--- src/rtl/text_cursor_controller.sv ---
// -----------------------------------------------------------------------------
// text_cursor_controller
//
// Executes parsed terminal commands against a ROWS x COLS text RAM. Keeps the
// logical cursor (row/col) and a circular top-line offset so scrolling only
// needs one line cleared instead of moving the whole buffer.
//
// Ports:
//   clk, rst          clock, asynchronous active-low reset
//   command_ready     one-cycle pulse: command_type/pn1/pn2/pchar are valid
//   command_type      CommandsType (INPUT, IND, NEL, RI, CUU, CUD, CUF, CUB, CUP)
//   pn1, pn2, pchar   numeric parameters and character for INPUT
//   ram_we/addr/data  single-port text RAM write (addr = phys_row*COLS+col)
//   cursor_row/col    logical cursor position
//   top_line          physical row displayed as screen row 0
//   busy              FSM not idle or command FIFO not empty
//   overflow          sticky: a command arrived with the FIFO full
//   dbg_state         current FSM state (state_t encoding)
//
// Handshake: command_ready has no back-pressure. A pulse is accepted when the
// FIFO has room, or when it is full but an entry is popped in the same cycle;
// otherwise the command is dropped and overflow is set until reset.
// -----------------------------------------------------------------------------
package text_cursor_pkg;
  typedef enum logic [3:0] {
    INPUT = 4'd0, IND = 4'd1, NEL = 4'd2, RI  = 4'd3, CUU = 4'd4,
    CUD   = 4'd5, CUF = 4'd6, CUB = 4'd7, CUP = 4'd8
  } CommandsType;
  typedef enum logic [1:0] {S_IDLE = 2'd0, S_EXEC = 2'd1, S_CLEAR = 2'd2} state_t;
endpackage

module text_cursor_controller
  import text_cursor_pkg::*;
#(
  parameter int ROWS       = 30,
  parameter int COLS       = 80,
  parameter int ADDR_W     = 12,
  parameter int FIFO_DEPTH = 4
) (
  input  logic              clk,
  input  logic              rst,
  input  logic              command_ready,
  input  CommandsType       command_type,
  input  logic [7:0]        pn1,
  input  logic [7:0]        pn2,
  input  logic [7:0]        pchar,
  output logic              ram_we,
  output logic [ADDR_W-1:0] ram_addr,
  output logic [7:0]        ram_data,
  output logic [4:0]        cursor_row,
  output logic [6:0]        cursor_col,
  output logic [4:0]        top_line,
  output logic              busy,
  output logic              overflow,
  output logic [1:0]        dbg_state
);
  localparam int PTR_W = (FIFO_DEPTH > 1) ? $clog2(FIFO_DEPTH) : 1;
  localparam logic [4:0]        ROW_MAX  = 5'(ROWS - 1);
  localparam logic [6:0]        COL_MAX  = 7'(COLS - 1);
  localparam logic [8:0]        ROW_MAX9 = 9'(ROWS - 1);
  localparam logic [8:0]        COL_MAX9 = 9'(COLS - 1);
  localparam logic [5:0]        ROWS6    = 6'(ROWS);
  localparam logic [ADDR_W-1:0] COLS_A   = ADDR_W'(COLS);
  localparam logic [PTR_W:0]    FULL_CNT = (PTR_W + 1)'(FIFO_DEPTH);

  // ---------------- command FIFO ----------------
  logic [27:0]      r_fifo [FIFO_DEPTH];
  logic [PTR_W-1:0] r_wr_ptr, r_rd_ptr;
  logic [PTR_W:0]   r_count;
  logic             r_overflow;
  logic             w_empty, w_full, w_pop, w_push;
  logic [27:0]      w_head;

  state_t r_state, w_state_n;

  assign w_empty = (r_count == '0);
  assign w_full  = (r_count == FULL_CNT);
  assign w_pop   = (r_state == S_IDLE) && !w_empty;
  // A full FIFO still takes a push when the head leaves in the same cycle.
  assign w_push  = command_ready && (!w_full || w_pop);
  assign w_head  = r_fifo[r_rd_ptr];

  always_ff @(posedge clk) begin
    if (w_push) r_fifo[r_wr_ptr] <= {command_type, pn1, pn2, pchar};
  end

  always_ff @(posedge clk or negedge rst) begin
    if (!rst) begin
      r_wr_ptr   <= '0;
      r_rd_ptr   <= '0;
      r_count    <= '0;
      r_overflow <= 1'b0;
    end else begin
      if (w_push) r_wr_ptr <= r_wr_ptr + 1'b1;
      if (w_pop)  r_rd_ptr <= r_rd_ptr + 1'b1;
      if (w_push && !w_pop)      r_count <= r_count + 1'b1;
      else if (!w_push && w_pop) r_count <= r_count - 1'b1;
      if (command_ready && !w_push) r_overflow <= 1'b1;
    end
  end

  // ---------------- command register and cursor state ----------------
  CommandsType r_cmd;
  logic [7:0]  r_pn1, r_pn2, r_pchar;
  logic [4:0]  r_row, r_top, r_clr_row;
  logic [6:0]  r_col, r_clr_k;

  // Step/position arithmetic is 9-bit so large parameters never wrap.
  logic [8:0] w_n9, w_row9, w_col9, w_rsum, w_csum, w_p1m, w_p2m;
  logic [4:0] w_cuu, w_cud, w_cup_row;
  logic [6:0] w_cuf, w_cub, w_cup_col;

  assign w_n9   = (r_pn1 == 8'd0) ? 9'd1 : {1'b0, r_pn1};
  assign w_row9 = {4'd0, r_row};
  assign w_col9 = {2'd0, r_col};
  assign w_rsum = w_row9 + w_n9;
  assign w_csum = w_col9 + w_n9;
  assign w_p1m  = (r_pn1 == 8'd0) ? 9'd0 : {1'b0, r_pn1} - 9'd1;
  assign w_p2m  = (r_pn2 == 8'd0) ? 9'd0 : {1'b0, r_pn2} - 9'd1;

  assign w_cuu     = (w_n9 >= w_row9)    ? 5'd0    : 5'(w_row9 - w_n9);
  assign w_cud     = (w_rsum >= ROW_MAX9) ? ROW_MAX : 5'(w_rsum);
  assign w_cub     = (w_n9 >= w_col9)    ? 7'd0    : 7'(w_col9 - w_n9);
  assign w_cuf     = (w_csum >= COL_MAX9) ? COL_MAX : 7'(w_csum);
  assign w_cup_row = (w_p1m >= ROW_MAX9)  ? ROW_MAX : 5'(w_p1m);
  assign w_cup_col = (w_p2m >= COL_MAX9)  ? COL_MAX : 7'(w_p2m);

  // Physical row of the cursor in the circular buffer.
  logic [5:0]        w_phys_sum;
  logic [4:0]        w_phys;
  logic [ADDR_W-1:0] w_exec_addr, w_clear_addr;

  assign w_phys_sum   = {1'b0, r_top} + {1'b0, r_row};
  assign w_phys       = (w_phys_sum >= ROWS6) ? 5'(w_phys_sum - ROWS6) : w_phys_sum[4:0];
  assign w_exec_addr  = ADDR_W'(w_phys) * COLS_A + ADDR_W'(r_col);
  assign w_clear_addr = ADDR_W'(r_clr_row) * COLS_A + ADDR_W'(r_clr_k);

  // ---------------- command execution ----------------
  logic [4:0] w_row_n, w_top_n, w_clr_row_n;
  logic [6:0] w_col_n;
  logic       w_scroll, w_exec_we, w_lf, w_printable;

  assign w_printable = (r_pchar >= 8'h20) && (r_pchar <= 8'h7E);

  always_comb begin
    w_row_n     = r_row;
    w_col_n     = r_col;
    w_top_n     = r_top;
    w_clr_row_n = r_clr_row;
    w_scroll    = 1'b0;
    w_exec_we   = 1'b0;
    w_lf        = 1'b0;
    case (r_cmd)
      INPUT: begin
        if (w_printable) begin
          w_exec_we = 1'b1;
          if (r_col < COL_MAX) w_col_n = r_col + 7'd1;
          else begin
            w_col_n = 7'd0;
            w_lf    = 1'b1;
          end
        end else if (r_pchar == 8'h0D) w_col_n = 7'd0;
        else if (r_pchar == 8'h0A) w_lf = 1'b1;
        else if (r_pchar == 8'h08) w_col_n = (r_col == 7'd0) ? 7'd0 : r_col - 7'd1;
      end
      IND: w_lf = 1'b1;
      NEL: begin
        w_col_n = 7'd0;
        w_lf    = 1'b1;
      end
      RI: begin
        if (r_row != 5'd0) w_row_n = r_row - 5'd1;
        else begin
          // The new top physical row is the one that scrolls into view.
          w_top_n     = (r_top == 5'd0) ? ROW_MAX : r_top - 5'd1;
          w_clr_row_n = w_top_n;
          w_scroll    = 1'b1;
        end
      end
      CUU: w_row_n = w_cuu;
      CUD: w_row_n = w_cud;
      CUF: w_col_n = w_cuf;
      CUB: w_col_n = w_cub;
      CUP: begin
        w_row_n = w_cup_row;
        w_col_n = w_cup_col;
      end
      default: ;
    endcase
    if (w_lf) begin
      if (r_row < ROW_MAX) w_row_n = r_row + 5'd1;
      else begin
        // The old top row becomes the new bottom row and must be blanked.
        w_top_n     = (r_top == ROW_MAX) ? 5'd0 : r_top + 5'd1;
        w_clr_row_n = r_top;
        w_scroll    = 1'b1;
      end
    end
  end

  // ---------------- FSM ----------------
  always_comb begin
    w_state_n = r_state;
    case (r_state)
      S_IDLE:  if (!w_empty) w_state_n = S_EXEC;
      S_EXEC:  w_state_n = w_scroll ? S_CLEAR : S_IDLE;
      S_CLEAR: if (r_clr_k == COL_MAX) w_state_n = S_IDLE;
      default: w_state_n = S_IDLE;
    endcase
  end

  always_ff @(posedge clk or negedge rst) begin
    if (!rst) begin
      r_state   <= S_IDLE;
      r_cmd     <= INPUT;
      r_pn1     <= '0;
      r_pn2     <= '0;
      r_pchar   <= '0;
      r_row     <= '0;
      r_col     <= '0;
      r_top     <= '0;
      r_clr_row <= '0;
      r_clr_k   <= '0;
    end else begin
      r_state <= w_state_n;
      if (w_pop) begin
        r_cmd   <= CommandsType'(w_head[27:24]);
        r_pn1   <= w_head[23:16];
        r_pn2   <= w_head[15:8];
        r_pchar <= w_head[7:0];
      end
      if (r_state == S_EXEC) begin
        r_row     <= w_row_n;
        r_col     <= w_col_n;
        r_top     <= w_top_n;
        r_clr_row <= w_clr_row_n;
        r_clr_k   <= 7'd0;
      end
      if (r_state == S_CLEAR) r_clr_k <= r_clr_k + 7'd1;
    end
  end

  // ---------------- outputs ----------------
  always_comb begin
    ram_we   = 1'b0;
    ram_addr = '0;
    ram_data = 8'h00;
    if (r_state == S_CLEAR) begin
      ram_we   = 1'b1;
      ram_addr = w_clear_addr;
      ram_data = 8'h20;
    end else if (r_state == S_EXEC && w_exec_we) begin
      ram_we   = 1'b1;
      ram_addr = w_exec_addr;
      ram_data = r_pchar;
    end
  end

  assign cursor_row = r_row;
  assign cursor_col = r_col;
  assign top_line   = r_top;
  assign busy       = (r_state != S_IDLE) || !w_empty;
  assign overflow   = r_overflow;
  assign dbg_state  = r_state;
endmodule
--- config.mk ---
export PLATFORM = sky130hd
export DESIGN_NAME = text_cursor_controller
export DESIGN_NICKNAME = d
export VERILOG_FILES = /design/src/rtl/text_cursor_controller.sv
export SDC_FILE = /design/constraint.sdc
export NUM_CORES = 1
export LEC_CHECK = 0
export CORE_MARGIN = 2
export CORE_UTILIZATION = 30
export DETAILED_ROUTE_END_ITERATION = 8
export PLACE_DENSITY_LB_ADDON = 0.15
export SLEW_MARGIN = 20
export SYNTH_ARGS = -nofsm -noshare
export SYNTH_HDL_FRONTEND = slang
export SYNTH_SLANG_ARGS = --single-unit
--- constraint.sdc ---
create_clock -name clk -period 9.6 [get_ports clk]
set_input_delay 0.96 -clock clk [delete_from_list [all_inputs] [get_ports clk]]
set_output_delay 0.96 -clock clk [all_outputs]
set_load 0.02 [all_outputs]
* Yosys cells after proc, flatten, opt, wreduce, memory -nomap -nowiden
Memory sizes are Yosys's and may differ from the RTL's. A register that Yosys moved wholly into a read port is not among the register bits. Cells that the tools add are included.
Word-level totals: word-level logic and storage cells 152, memories kept 1, register bits 39, RAM bits 112, output and inout port bits 42
Memory list:
- r_fifo | depth 4, width 28, rd ports 1, clocked after memory_dff 1, write ports 1, RTL line 67 | logic [27:0] r_fifo [FIFO_DEPTH];
Operators by class: eq/ne operators 20, order comparisons 11, reductions and logical operators 29, $add $sub $neg 21, multiplexer cells 58, $mul 2
Operator list (number):
- $mux 5 | 17
- $mux 7 | 11
- $pmux 7 s5 | 1
- $add 12x7->12 | 2
- $eq 8x4->1 const B | 3
- $mux 12 | 2
- $mux 8 | 3
- $pmux 5 s4 | 1
- $ge 9x5->1 const B | 2
- $ge 9x7->1 const B | 2
- $mux 9 | 2
- $sub 8x1->9 const B | 2
- $eq 4x3->1 const B | 4
- $logic_not 8->1 | 2
- $mul 5x3->8 const B | 2
- $add 7x1->7 const B | 2
- $mux 1 | 14
- $add 5x1->5 const B | 2
- $reduce_bool 5->1 | 2
- $sub 5x1->5 const B | 2
- $add 5x8->9 | 1
- $add 7x8->9 | 1
- $eq 4x2->1 const B | 2
- $ge 8x5->1 | 1
- other kinds (39) | 58

* Depth between registers and ports, before layout
Gate-level depths: netlist of run 1.
word-level depth 9, gate-level depth with buffers 17

* Least setup slack after synthesis of run 1
Ideal clock, no wire load.
path type reg-to-output, from register r_row[0], in the netlist cursor_row[0], to output port ram_addr[11], stages on the path, launching flop included 15, path buffers 0, arrival 3.904 ns, slack 4.736 ns, cells stage by stage dfrtp_1 ha_1 fa_1 xor2_1 o2111ai_1 o2bb2ai_1 nand2_1 xnor2_1 ha_1 ha_1 inv_1 fa_1 nor3b_1 nand3_1 o21ai_1
Between the ends: word-level cells in the longest chain between the ends 7
Ends and longest elaborated chain:
- start, declared | RTL line 105 | logic [4:0] r_row, r_top, r_clr_row;
- start signal, assigned | RTL line 233 | r_row <= w_row_n;
- $add 5x5->6 * | RTL line 133 | assign w_phys_sum = {1'b0, r_top} + {1'b0, r_row};
- $sub 5x5->5 or $ge 6x5->1 (tied branches) | RTL line 134 | assign w_phys = (w_phys_sum >= ROWS6) ? 5'(w_phys_sum - ROWS6) : w_phys_sum[4:0];
- $mux 5 * | RTL line 134
- $mul 5x3->8 * | RTL line 135 | assign w_exec_addr = ADDR_W'(w_phys) * COLS_A + ADDR_W'(r_col);
- $add 12x7->12 * | RTL line 135
- $mux 12 * | RTL line 252 | end else if (r_state == S_EXEC && w_exec_we) begin
- $mux 12 * | RTL line 248 | if (r_state == S_CLEAR) begin
- end, declared | RTL line 48 | output logic [ADDR_W-1:0] ram_addr,
Mark *: on every way between the ends. The rest lies on a longest branch, timed or not.

* Worst setup path after layout of run 1
from register r_row[0], in the netlist cursor_row[0], to output port ram_addr[9]
Same word-level chain as after synthesis.

==> results.ini, run 1 <==
[flow_run]
drv_cap=0

[power]
power_leakage_nw=4.810
total_power_mw=4.542
ir_drop_mv=0.1407
powerDensity_mw_per_mm2=355.8

[placement]
dp.final_hpwl_um=20360
gp_congestion=0.8304
io_buffers=71
placed_area_sq_mm=0.01217

[clock_tree]
ctsHoldBuffers=0
clk_path_buf_depth=2
cts_tree=built
htree_levels=4
worstSkewPairLatency_ns=0.45
cts_root_buf=clkbuf_16
cts_resized=0
postCtsSetupBuffers=0
cts.sinks=179
cts-buffers-inserted=17
clk_pin_slew_ns=0.08

[yosys]
yosys_register_bits=179
syn-instance-count=983
yosysUniqueCellTypes=81
synth-async-reset-ratio=0.3743
syn_nets=1101
synthesis.area_sq_mm=0.01098
yosys_warnings=0
ys_seq_area_frac=0.4590
synth_edf_count=112
synth-main-ff-cell=edfxtp_1
synth.avg_cell_area_sq_um=11.17

[floorplan]
initial_core_util=0.3021
dieArea_sq_mm=0.03814
die_h_um=195.3
rows=70
die_x_um=195.3
io_pins=73
core_area_sq_mm=0.03635

[route]
drc=0
wirelength_um=28410
num_vias=7834
post_drt_wl_per_cell_um=18.68
dr.pass1.iters=4
viasPerCell=5.151
drtAntennaViolNets=0
drtIter0Drc=614

[timing]
relSlewSlack=0.3302
grt_setup_unrepaired=no
final_hold_viol_count=0
finalHoldWorstSlack_ns=0.3827
min_period_ns=6.143
tightest_slew_ns=0.9965
fin_crit_sh=0.6399
skew_ns=0.01471
drv_slew=0
setup_tns_ns=0
setup_violations=0
max_freq_mhz=162.8

[finish]
areaGrowthSynthToFinish_pct=16.27
nets=1158
final_area_sq_mm=0.01277
drive_gt1_frac=0.1149
antennaDiodeCount=0

[worst_setup_path]
crit_arrival_ns=5.18
cp_data_required_time_ns=8.64
crit_type=flip-flop to primary output
crit_fanout=10
cp-start-kind=flip-flop
endpoint_kind=primary output

[min_path]
hp-class=input port to async pin

[global_route]
grt_antenna_before_repair=0
grt_usage=0.1537
grt-ovfl-total=0
grt_pass1_vias=7801
grt_pass1_wl_um=45080
grt_max_degree=51

[status]
outcome=complete, no violations

==> state kept, by name (all words and copies together), names as in the netlist <==
name	count
cursor_col	7
cursor_row	5
dbg_state	2
overflow	1
r_clr_k	7
r_clr_row	5
r_cmd	4
r_count	3
r_fifo	112
r_pchar	8
r_pn1	8
r_pn2	8
r_rd_ptr	2
r_wr_ptr	2
top_line	5
==> critical path: stages, from the launching register on <==
cell and delay (ns):
dfrtp_1 0.53, ha_1 0.32, fa_1 0.41, xor2_1 0.28
o2111ai_1 0.22, o2bb2ai_1 0.32, nand2_1 0.11, xnor2_1 0.25
ha_1 0.29, ha_1 0.21, inv_1 0.07, fa_1 0.45
nor3b_1 0.33, xnor2_1 0.17, nand2_1 0.07, o21ai_0 0.08
clkdlybuf4s50_1 0.63
==> cell usage in the layout (no fill, tap or decap), types with 11 or more instances in the layout <==
cell type	count
a31oi_1	15
o21ai_0	45
mux4_2	28
dfrtp_1	65
clkbuf_16	17
edfxtp_1	112
nor2b_1	11
o21ai_1	12
a21oi_1	46
a21o_1	12
nand2_1	77
clkdlybuf4s50_1	70
ha_1	77
nand2b_1	15
mux2_2	32
nor3_1	23
nand3_1	24
nor2_1	47
xor2_1	23
nand4_1	14
inv_1	66
xnor2_1	23
==> metal layers <==
layer | vias up | global-route usage | share of wire
li1 | 3779 | - | -
met1 | 3894 | 0.2124 | 0.48
met2 | 134 | 0.2479 | 0.47
met3 | 27 | 0.02453 | 0.027
met4 | 0 | 0.04750 | 0.015
met5 | - | 0 | 0
==> cells by family (layout without fill, tap and decap cells) <==
group | count (synthesis) | count (layout) | synth area share
other cells | 1 | 1 | 0.0003416
compound gates | 220 | 220 | 0.1352
mux | 65 | 65 | 0.09481
flops | 179 | 179 | 0.4590
xor+xnor | 46 | 46 | 0.03669
simple gates | 276 | 276 | 0.1295
buf+inv | 109 | 179 | 0.03852
fa+ha+maj | 87 | 87 | 0.1060
==> per-stage QoR <==
stage | instances | util | setup slack [ns]
2_1_floorplan | 983 | - | 4.736
3_3_place_gp | 1489 | 0.3349 | 4.021
3_5_place_dp | 1489 | 0.3349 | 3.963
4_1_cts | 1521 | 0.3512 | 3.452
5_1_grt | 1521 | 0.3512 | 3.147
6_report | 1521 | 0.3512 | 3.457
==> synth_stat cells, types with 5 or more instances <==
master | number | share of area
nand3b_1 | 5 | 0.0034
nor3b_1 | 6 | 0.0041
and3_1 | 10 | 0.0057
inv_1 | 66 | 0.023
nor2b_1 | 12 | 0.0068
o21ai_0 | 45 | 0.021
o21ai_1 | 12 | 0.0055
nand4_1 | 14 | 0.0080
and2_1 | 9 | 0.0051
a21o_1 | 12 | 0.0082
o21a_1 | 7 | 0.0048
edfxtp_1 | 112 | 0.31
a22oi_1 | 6 | 0.0041
clkbuf_1 | 30 | 0.010
o31ai_1 | 9 | 0.0062
ha_1 | 77 | 0.088
buf_1 | 5 | 0.0017
nor3_1 | 23 | 0.010
a211oi_1 | 8 | 0.0055
mux4_2 | 28 | 0.057
mux2i_1 | 5 | 0.0046
xor2_1 | 23 | 0.018
a31oi_1 | 15 | 0.0085
o221ai_1 | 9 | 0.0072
mux2_2 | 32 | 0.033
nor2_1 | 47 | 0.016
nor4_1 | 9 | 0.0051
xnor2_1 | 23 | 0.018
nand2_1 | 77 | 0.026
a21oi_1 | 46 | 0.021
fa_1 | 10 | 0.018
nand3_1 | 24 | 0.011
dfrtp_1 | 67 | 0.15
nand2b_1 | 15 | 0.0085
buf_2 | 5 | 0.0023
==> where the power goes <==
part / internal, mW / leakage (nW) / switching (mW)
clock network: 0.371 / 0.292 / 0.337
registers: 1.05 / 1.85 / 0.316
logic: 1.09 / 2.67 / 1.38
total: 2.51 / 4.81 / 2.04
==> final cells by class <==
cell class / instances / area, sq um
clock inverter: 15 / 166.4
tap: 468 / 585.6
multi-input combinational: 695 / 5519
clock buffer: 17 / 425.4
timing repair buffer: 80 / 775.7
inverter: 67 / 251.5
fill: 3593 / 23580
sequential: 179 / 5042
==> worst paths after layout <==
| path | end | startpoint | slack, ns | cells after the start |
|---|---|---|---|---|
| worst max-delay path | ram_addr[9] | cursor_row[0]$_DFFE_PN0P_ | 3.46 | 16 |
| worst max register to register | cursor_col[5]$_DFFE_PN0P_ | r_pn1[2]$_DFFE_PN0P_ | 5.66 | 13 |
| min in group clk | overflow$_DFFE_PN0P_ | overflow$_DFFE_PN0P_ | 0.47 | 1 |
| worst min-delay path | top_line[1]$_DFFE_PN0P_ | rst | 0.38 | 1 |
| max in group asynchronous | r_rd_ptr[1]$_DFFE_PN0P_ | rst | 8.16 | 2 |
| worst min register to register | overflow$_DFFE_PN0P_ | overflow$_DFFE_PN0P_ | 0.47 | 1 |
Power figures use the tool's default switching activity.
==> run 2: changes to the inputs <==
==> constraint.sdc (replaced) <==
create_clock -name clk -period 6.35 [get_ports clk]
set_input_delay 0.635 -clock clk [delete_from_list [all_inputs] [get_ports clk]]
set_output_delay 0.635 -clock clk [all_outputs]
set_load 0.02 [all_outputs]
==> run 2 against run 1 <==
  * Cell count did not move
  * Sequential share of layout area barely moved
  * Worst hold slack got worse by 0.033 ns
  * Combinational power rose by 52%
  * Largest power group unchanged
  * Worst setup slack got worse by 2.9 ns
  * First-iteration DRC count fell by 7.2%
  * Clock-buffer cell count rose by 1
  * Die area did not move
  * Power rose by 51%
  * Clock power rose by 51%
  * Critical path depth did not move
  * Core utilization barely moved
==> results.ini, run 2 (synthesis gave the netlist of run 1 again) <==
[timing]
min_period_ns=5.785
grt_setup_unrepaired=no
final_hold_viol_count=0  ; unchanged
skew_ns=0.02117  ; +0.006467 ns
setup_tns_ns=0  ; unchanged
fin_crit_sh=0.9110
setup_violations=0  ; unchanged
max_freq_mhz=172.9
tightest_slew_ns=0.9771  ; -0.01943 ns
finalHoldWorstSlack_ns=0.3502  ; -0.03257 ns
drv_slew=0  ; unchanged
relSlewSlack=0.3486  ; +0.01848
setup_ws_ns=0.5654  ; -2.891 ns

[global_route]
grt_pass1_wl_um=45330  ; +0.55%
grt-ovfl-total=0  ; unchanged
grt_pass1_vias=7821  ; +0.26%
grt_usage=0.1525  ; -0.001209
grt_max_degree=68  ; +33%
grt_antenna_before_repair=0  ; unchanged

[route]
top_layer_used=met4
drtAntennaViolNets=0  ; unchanged
viasPerCell=5.198  ; +0.92%
drtIter0Drc=570  ; -7.2%
wl_met3_um=846  ; +8.3%
num_vias=7906  ; +0.92%
wirelength_um=28640  ; +0.80%
dr.pass1.iters=4  ; unchanged
post_drt_wl_per_cell_um=18.83  ; +0.80%
m1WireLength_um=13750  ; +0.33%
drc=0  ; unchanged
wl_met2_um=13710  ; +1.6%

[worst_setup_path]
crit_arrival_ns=5.15  ; -0.03 ns
endpoint_kind=primary output
r2r_slack_ns=2.28  ; -3.38 ns
crit_type=flip-flop to primary output
worstReg2RegStart=r_pn1[3]$_DFFE_PN0P_
worstReg2RegEnd=cursor_col[5]$_DFFE_PN0P_
reg2reg_depth=13  ; unchanged
cp-start-kind=flip-flop
crit_fanout=10  ; unchanged
cp_data_required_time_ns=5.71  ; -2.93 ns
critPathLaunch=cursor_row[0]$_DFFE_PN0P_

[clock_tree]
cts.sinks=179  ; unchanged
ctsHoldBuffers=0  ; unchanged
htree_levels=4  ; unchanged
cts_tree=built
worstSkewPairLatency_ns=0.44  ; about the same
clk_path_buf_depth=2  ; unchanged
cts_root_buf=clkbuf_16
cts_resized=0  ; unchanged
postCtsSetupBuffers=0  ; unchanged
cts-buffers-inserted=17  ; unchanged
clk_pin_slew_ns=0.09  ; about the same

[floorplan]
dieArea_sq_mm=0.03814  ; unchanged
initial_core_util=0.3021  ; unchanged
rows=70  ; unchanged
die_x_um=195.3  ; unchanged
die_h_um=195.3  ; unchanged
io_pins=73  ; unchanged
core_area_sq_mm=0.03635  ; unchanged

[status]
outcome=complete, no violations

[min_path]
hp-class=input port to async pin

[power]
powerDensity_mw_per_mm2=538.5  ; +51%
ir_drop_mv=0.2234  ; +59%
power_leakage_nw=4.808  ; about the same
total_power_mw=6.878  ; +51%

[flow_run]
drv_cap=0  ; unchanged

[finish]
top_register=r_fifo
drive_gt1_frac=0.1149  ; unchanged
largest_reg_flops=112  ; unchanged
layout_common_cells=edfxtp_1, nand2_1, ha_1
final_area_sq_mm=0.01277  ; about the same
nets=1158  ; unchanged
final_common_cell=edfxtp_1
areaGrowthSynthToFinish_pct=16.33  ; about the same
antennaDiodeCount=0  ; unchanged

[placement]
gp_congestion=0.8247  ; -0.69%
pre_cts_ws_ns=1.029  ; -2.934 ns
placed_area_sq_mm=0.01217  ; unchanged
dp.final_hpwl_um=20370  ; about the same
io_buffers=71  ; unchanged

run 2: changes by cell type in the layout (fill, tap and decap cells not counted), sizes merged:
| cell | previous run | this run |
|---|---|---|
| clkbuf | 17 | 18 |
| clkinv | 6 | 7 |
| clkinvlp | 0 | 1 |
| inv | 75 | 72 |
run 2: layer usage:
layer / GRT usage / up-vias
met5: 0 / -
met4: 0.03675 / 0
met3: 0.01934 / 18
met2: 0.2528 / 157
met1: 0.2122 / 3949
li1: - / 3782
run 2: area by class of cell:
class / instances / area (sq um)
inverter: 67 / 251.5
tap: 468 / 585.6
clock buffer: 18 / 429.2
multi-input combinational: 695 / 5519
timing repair buffer: 80 / 775.7
clock inverter: 14 / 168.9
sequential: 179 / 5042
fill: 3591 / 23580
run 2: metrics by stage:
stage | std cells | utilization
after detailed placement | 1489 | 0.3349
after global placement | 1489 | 0.3349
after floorplan | 983 | -
after CTS | 1521 | 0.3514
final | 1521 | 0.3514
after global routing | 1521 | 0.3514
run 2: worst max-delay path, stage by stage, from the launching register on:
cell             delay (ns)
dfrtp_1                0.51
ha_1                   0.30
fa_1                   0.41
xor2_1                 0.27
o2111ai_1              0.21
o2bb2ai_1              0.32
mux2i_1                0.38
inv_1                  0.08
ha_1                   0.19
ha_1                   0.19
inv_1                  0.07
fa_1                   0.46
nor3b_1                0.39
xnor2_1                0.16
nand2_1                0.06
o21ai_0                0.08
clkdlybuf4s50_1        0.62
run 2: worst max-delay path by stage:
stage | slack, ns | to
detailed placement | 1.03 | ram_addr[9]
global route | 0.19 | ram_addr[9]
finish | 0.57 | ram_addr[9]
global placement | 1.11 | ram_addr[9]
floorplan | 1.81 | ram_addr[11]
CTS | 0.55 | ram_addr[9]
run 2: report_power, final:
| group | internal [mW] | total, mW | switching, mW |
|---|---|---|---|
| sequential | 1.58 | 2.05 | 0.468 |
| clock | 0.563 | 1.07 | 0.507 |
| combinational | 1.65 | 3.76 | 2.11 |
| total | 3.80 | 6.88 | 3.08 |
